## src/rtl/otter_io_pkg.sv

```systemverilog
// otter_io_pkg
// Shared constants for the OTTER I/O output demultiplexer: port count,
// register-window geometry, STATUS field positions and a helper that
// packs the per-port flags into the 32-bit STATUS word.
package otter_io_pkg;

    localparam int          DATA_W     = 32;
    localparam int          NUM_PORTS  = 4;
    localparam int          IDX_W      = 3;
    localparam logic [2:0]  STATUS_IDX = 3'd4;
    localparam int          WINDOW_LSB = 5;

    // STATUS layout: {24'b0, OVR[3:0], PEND[3:0]}
    localparam int          PEND_LSB   = 0;
    localparam int          OVR_LSB    = 4;
    localparam int          FLAG_W     = NUM_PORTS;

    function automatic logic [DATA_W-1:0] build_status(
        input logic [FLAG_W-1:0] ovr,
        input logic [FLAG_W-1:0] pend
    );
        logic [DATA_W-1:0] s;
        s = '0;
        s[PEND_LSB +: FLAG_W] = pend;
        s[OVR_LSB  +: FLAG_W] = ovr;
        return s;
    endfunction

endpackage

```

## src/rtl/io_port_reg.sv

```systemverilog
// io_port_reg
// State for one output port of the I/O demultiplexer.
//   clk, rst   : clock, asynchronous active-high reset
//   wr_en      : accepted data write to this port this cycle
//   wr_data    : store data for the write
//   ack        : peripheral acknowledge, consumes the pending value
//   ovr_clr    : software clear of the sticky overrun flag
//   data       : registered port data
//   stb        : one-cycle pulse following each accepted write
//   pend       : data written but not yet acknowledged
//   ovr        : sticky overrun (written while still pending, no ack)
module io_port_reg
    import otter_io_pkg::*;
#(
    parameter logic [DATA_W-1:0] RESET_VAL = '0
) (
    input  logic              clk,
    input  logic              rst,
    input  logic              wr_en,
    input  logic [DATA_W-1:0] wr_data,
    input  logic              ack,
    input  logic              ovr_clr,
    output logic [DATA_W-1:0] data,
    output logic              stb,
    output logic              pend,
    output logic              ovr
);

    logic [DATA_W-1:0] data_q, data_d;
    logic              stb_q,  stb_d;
    logic              pend_q, pend_d;
    logic              ovr_q,  ovr_d;

    always_comb begin
        data_d = data_q;
        stb_d  = wr_en;
        pend_d = pend_q;
        ovr_d  = ovr_q;

        if (wr_en) begin
            data_d = wr_data;
            // A simultaneous ack consumes the old value, so the new one is
            // still pending and nothing was lost.
            pend_d = 1'b1;
            if (pend_q && !ack) begin
                ovr_d = 1'b1;
            end
        end else begin
            if (ack) begin
                pend_d = 1'b0;
            end
            // A write and a status clear never coincide (one address per
            // cycle), so the set above naturally takes priority.
            if (ovr_clr) begin
                ovr_d = 1'b0;
            end
        end
    end

    always_ff @(posedge clk or posedge rst) begin
        if (rst) begin
            data_q <= RESET_VAL;
            stb_q  <= 1'b0;
            pend_q <= 1'b0;
            ovr_q  <= 1'b0;
        end else begin
            data_q <= data_d;
            stb_q  <= stb_d;
            pend_q <= pend_d;
            ovr_q  <= ovr_d;
        end
    end

    assign data = data_q;
    assign stb  = stb_q;
    assign pend = pend_q;
    assign ovr  = ovr_q;

endmodule

```

## src/rtl/otter_io_demux.sv

```systemverilog
// otter_io_demux
// Memory-mapped output demultiplexer on the OTTER I/O bus. Decodes CPU
// stores inside a 32-byte window at BASE_ADDR into four registered output
// ports (word offsets 0x00-0x0C) and a STATUS register (offset 0x10,
// write-1-to-clear on the overrun bits [7:4]).
//   CLK, RST             : clock, asynchronous active-high reset
//   IOBUS_ADDR/OUT/WR    : CPU store address, data and qualifier
//   PORT_ACK[3:0]        : per-port peripheral acknowledge
//   PORT0..3_DATA        : registered port data
//   PORT_STB[3:0]        : one-cycle pulse per accepted data write
//   PORT_PEND[3:0]       : data not yet acknowledged
//   PORT_OVR[3:0]        : sticky overrun flags
//   STATUS               : {24'b0, PORT_OVR, PORT_PEND}
module otter_io_demux
    import otter_io_pkg::*;
#(
    parameter logic [31:0] BASE_ADDR = 32'h1100_0000,
    parameter logic [31:0] RESET_VAL = 32'h0000_0000
) (
    input  logic                 CLK,
    input  logic                 RST,
    input  logic [31:0]          IOBUS_ADDR,
    input  logic [31:0]          IOBUS_OUT,
    input  logic                 IOBUS_WR,
    input  logic [NUM_PORTS-1:0] PORT_ACK,
    output logic [31:0]          PORT0_DATA,
    output logic [31:0]          PORT1_DATA,
    output logic [31:0]          PORT2_DATA,
    output logic [31:0]          PORT3_DATA,
    output logic [NUM_PORTS-1:0] PORT_STB,
    output logic [NUM_PORTS-1:0] PORT_PEND,
    output logic [NUM_PORTS-1:0] PORT_OVR,
    output logic [31:0]          STATUS
);

    logic                 hit;
    logic [IDX_W-1:0]     idx;
    logic [NUM_PORTS-1:0] wr_en;
    logic [NUM_PORTS-1:0] ovr_clr;
    logic [DATA_W-1:0]    port_data [NUM_PORTS];

    // Word-aligned store that lands inside the 32-byte window.
    assign hit = IOBUS_WR
              && (IOBUS_ADDR[31:WINDOW_LSB] == BASE_ADDR[31:WINDOW_LSB])
              && (IOBUS_ADDR[1:0] == 2'b00);
    assign idx = IOBUS_ADDR[WINDOW_LSB-1:2];

    assign ovr_clr = (hit && (idx == STATUS_IDX)) ? IOBUS_OUT[OVR_LSB +: FLAG_W]
                                                  : '0;

    for (genvar i = 0; i < NUM_PORTS; i++) begin : g_port
        assign wr_en[i] = hit && (idx == IDX_W'(i));

        io_port_reg #(
            .RESET_VAL (RESET_VAL)
        ) u_port (
            .clk     (CLK),
            .rst     (RST),
            .wr_en   (wr_en[i]),
            .wr_data (IOBUS_OUT),
            .ack     (PORT_ACK[i]),
            .ovr_clr (ovr_clr[i]),
            .data    (port_data[i]),
            .stb     (PORT_STB[i]),
            .pend    (PORT_PEND[i]),
            .ovr     (PORT_OVR[i])
        );
    end

    assign PORT0_DATA = port_data[0];
    assign PORT1_DATA = port_data[1];
    assign PORT2_DATA = port_data[2];
    assign PORT3_DATA = port_data[3];

    assign STATUS = build_status(PORT_OVR, PORT_PEND);

endmodule

```

## config.mk

```make
export PLATFORM = sky130hd
export DESIGN_NAME = otter_io_demux
export DESIGN_NICKNAME = d
export VERILOG_FILES = /design/src/rtl/otter_io_pkg.sv /design/src/rtl/io_port_reg.sv /design/src/rtl/otter_io_demux.sv
export SDC_FILE = /design/constraint.sdc
export NUM_CORES = 1
export LEC_CHECK = 0
export ABC_CLOCK_PERIOD_IN_PS = 6100
export BUFFER_PORTS_ARGS = -buffer_cell sky130_fd_sc_hd__buf_2
export CORE_MARGIN = 4
export CORE_UTILIZATION = 25
export DETAILED_ROUTE_END_ITERATION = 8
export PLACE_DENSITY = 0.54
export SETUP_SLACK_MARGIN = 0.15
export SLEW_MARGIN = 20
export SYNTH_ARGS = -nofsm -noshare
export SYNTH_HDL_FRONTEND = slang
export SYNTH_SLANG_ARGS = --single-unit
```

## constraint.sdc

```tcl
create_clock -name CLK -period 6.1 [get_ports CLK]
set_input_delay 0 -clock CLK [delete_from_list [all_inputs] [get_ports CLK]]
set_output_delay 0 -clock CLK [all_outputs]
set_load 0.005 [all_outputs]
```

==> metrics.md <==
| Metric | Value |
|---|---|
| CTS clk-pin slew, worst paths | 60 ps |
| Crit path arrival time | ~2800 ps |
| YS warnings | 0 |
| Tcrit/Tclk final | 41.1% |
| Critical path buffers and inverters | 1 |
| Power Density | about 260 mW/mm2 |
| CTS Sinks | 140 |
| Final HPWL DP | ~10,000 um |
| Post-synth top cells | 140 x dfrtp_1, 98 x mux2_2, 44 x buf_4 |
| Grt total ovfl | 0 |
| # nets final | about 700 |
| Synth Register Bits | 140 |
| Postcts setup bufs | 0 |
| Busiest layer in global routing | met2 |
| Post-route DRC | 0 |
| GPL Wtd Cong | around 0.79 |
| Initial antenna violation count | 0 |
| Slew margin rel. | 28.5% |
| Cell taking the most area after synthesis | dfrtp_1 |
| FP Rows | 55 |
| Hold WC Path Type | primary input to flop |
| Ys flop type | dfrtp_1 |
| Root buffer cell | clkbuf_16 |
| Footprint of the multi-input gates | roughly 0.0019 mm2 |
| Post-Synthesis Cell Area | roughly 0.0057 mm2 |
| Largest net degree at the start of global routing | 73 |
| GRT met3 Usage | under 10% |
| I/O pin count | between 200 and 250 |
| EDFF count, synth | 0 |
| Sw frac | around 22% |
| Kind of cell adding the most delay to the critical path | simple AND/OR/NAND/NOR gates |
| CTS Buf Count | 17 |
| Worst-margin pin slew | ~1100 ps |
| Worst Skew | approximately 0.9 ps |
| # diodes | 0 |
| Worst skew pair latency | approximately 400 ps |
| Max-slew violation count | 0 |
| Drt total wl | roughly 15,000 um |
| Die Y | 159 um |
| M1 GR Usage | 14.6% |
| WP data required | 6390 ps |
| Min Tclk post-route | between 2000 and 3000 ps |
| Critical Path Fanout Max | 33 |
| Hold path cells | 4 |
| CP cell instances | buf_2 > or4_1 > nor4_1 > and4_2 > mux2_2 |
| Peak Freq | around 0.4 GHz |
| Seq pwr share | roughly 45% |
| Share of layout cells above drive strength 1 | 56.2% |
| Maxcap violations | 0 |
| Routed Antenna Nets | 0 |
| Worst flop-to-flop path startpoint | g_port[3].u_port.pend$_DFFE_PP0P_ |
| Critical path type | primary input to flop |
| Global-route wire length before repair | ~25,000 um |
| TNS Setup | 0 ps |
| CP Launch Type | primary input |
| Post-Place Cell Area | slightly below 0.007 mm2 |
| FF/Latch Area | approximately 0.0035 mm2 |
| Clock Power Share | 51.0% |
| Reg-to-Reg End | g_port[3].u_port.ovr$_DFFE_PP0P_ |
| Area growth, synth to finish | 38.3% |
| Die area | roughly 0.025 mm2 |
| Port-buffer cells | around 220 |
| Setup crit end kind | flop |
| CP endpoint | g_port[3].u_port.data[11]$_DFFE_PP0P_ |
| Core Footprint | 0.0226 mm2 |
| Status | finished, final reports clean |
| Number of cells on the critical path | 5 |
| Gate Count Post-Synth | 378 |
| R2R cell count | 4 |
| Combinational share of power | 4.0% |
| Hold Violations, Final | 0 |
| Avg Synthesized Cell Area | about 15 um2 |
| Synth cell types | 36 |
| Reg2reg setup slack | between 4000 and 5000 ps |
| Worst vdd ir | about 0.16 mV |
| RSZ-0062 raised after global routing | no |
| Final setup fails | 0 |
| CTS tree | yes |
| CP Launch Point | IOBUS_ADDR[15] |
| WL per Instance | between 15 and 20 um |
| Fillers | roughly 2.2k |
| Share of the synthesized area in the top cell type | between 60% and 70% |
| Sw Pwr | approximately 0.45 mW |
| Sequential area share after synthesis | roughly three fifths |
| Via count | about 4.0k |
| First-pass DRT Iterations | 4 |
| Starting DRT DRC Count | between 100 and 150 |
| Worst path slowest cell | and4_2 |
| Count leader, synth | dfrtp_1 |
| Met2 GRT Util | between 15 and 20% |
| Htree depth | 4 |
| GRT Total Usage | between 10% and 20% |
| Post-route design area | ~0.0079 mm2 |
| Int Pwr | 1.61 mW |
| Vias in the first global route | 4,394 |
| Clock Path Buffers | 2 |
| Vias per cell | ~4.3 |
| Die W | around 160 um |
| Leakage | 4.49 nW |
| Tightest hold margin | around 95 ps |
| Initial Util | 25.3% |
| Synth top area cells | dfrtp_1 61%, mux2_2 19%, mux2_1 5.9% |
| Max incr delay on CP | ~1100 ps |
| Async set-reset flop share out of synthesis | between 90% and 100% |
-- kinds of logic (layout without fill, tap and decap cells) --
kind of cell,after synthesis,in the layout,synth area share (%)
AO/OA/AOI/OAI,7,7,0.854
AND/OR/NAND/NOR,41,41,5.08
buffers and inverters,61,299,7.43
multiplexers,128,128,25.2
other,1,24,0.0657
flip-flops,140,140,61.3
-- repair_timing --
| action | CTS | global route |
|---|---|---|
| hold buffers | 42 | 0 |
| endpoints found under the hold margin | 210 | 0 |
| gates resized for setup | 0 | 0 |
-- worst min-delay path: stages --
cell	delay, ps
buf_2	150
nand2_1	80
nor3_1	70
a2bb2oi_1	150
-- power groups by stage --
stage | sequential, mW | clock [mW] | combinational (mW)
floorplan | 0.946 | 0 | 0.0329
global placement | 0.946 | 0 | 0.0623
detailed placement | 0.946 | 0 | 0.0639
CTS | 0.928 | 1.09 | 0.0833
global route | 0.928 | 1.13 | 0.0932
finish | 0.929 | 1.05 | 0.0816
-- routing by layer --
layer	vias up	routed length, um
li1	1759	-
met1	1970	6410
met2	205	7070
met3	20	1350
met4	0	303
met5	-	0
-- area by class of cell --
| class | instances | area share [%] |
|---|---|---|
| flip-flops and latches | 140 | 44.4 |
| repair buffers | 265 | 19.7 |
| clock buffers | 19 | 5.48 |
| multi-input cells | 200 | 23.7 |
| well taps | 285 | 4.52 |
| clock inverters | 13 | 2.09 |
| inverters | 2 | 0.158 |
-- worst min-delay path by stage --
stage                   start                                    end  slack [ps]
3_5_place_dp              RST  g_port[1].u_port.data[14]$_DFFE_PP0P_         150
3_3_place_gp              RST  g_port[1].u_port.data[14]$_DFFE_PP0P_         140
5_1_grt         IOBUS_ADDR[4]       g_port[1].u_port.ovr$_DFFE_PP0P_          80
4_1_cts        IOBUS_ADDR[19]         g_port[1].u_port.stb$_DFF_PP0_          50
6_report        IOBUS_ADDR[4]       g_port[2].u_port.ovr$_DFFE_PP0P_         100
2_1_floorplan   IOBUS_ADDR[3]         g_port[0].u_port.stb$_DFF_PP0_          70
-- registers in the layout (all words and copies together), names as in the netlist --
| signal | flops |
|---|---|
| g_port.u_port.stb | 4 |
| g_port.u_port.ovr | 4 |
| g_port.u_port.pend | 4 |
| g_port.u_port.data | 128 |
-- metrics by stage --
step	power [mW]	std cells	setup slack, ps	util (%)
6_report	2.06	924	3590	35.0
5_1_grt	2.15	924	3490	35.0
4_1_cts	2.11	923	3270	34.9
3_5_place_dp	1.01	849	2820	30.4
3_3_place_gp	1.01	849	2890	30.4
2_1_floorplan	0.979	401	2350	-
-- placed cells by master (no fill, tap or decap), types with 2 or more instances in the layout --
cell type and instances:
clkinv_2 2, nor2b_1 2, nand2_1 4, nor3_1 2, nand4_1 2, inv_6 4
or2_2 2, bufinv_16 3, conb_1 24, buf_2 218, clkbuf_16 17, buf_4 4
mux2_1 30, nor4b_1 2, dfrtp_1 140, clkinvlp_4 4, clkbuf_1 2, nor2_1 6
dlygate4sd3_1 42, or4_1 2, mux2_2 98, nor4_1 4, and3_1 2, nand2b_1 3
(Power assumes the default switching activity.)
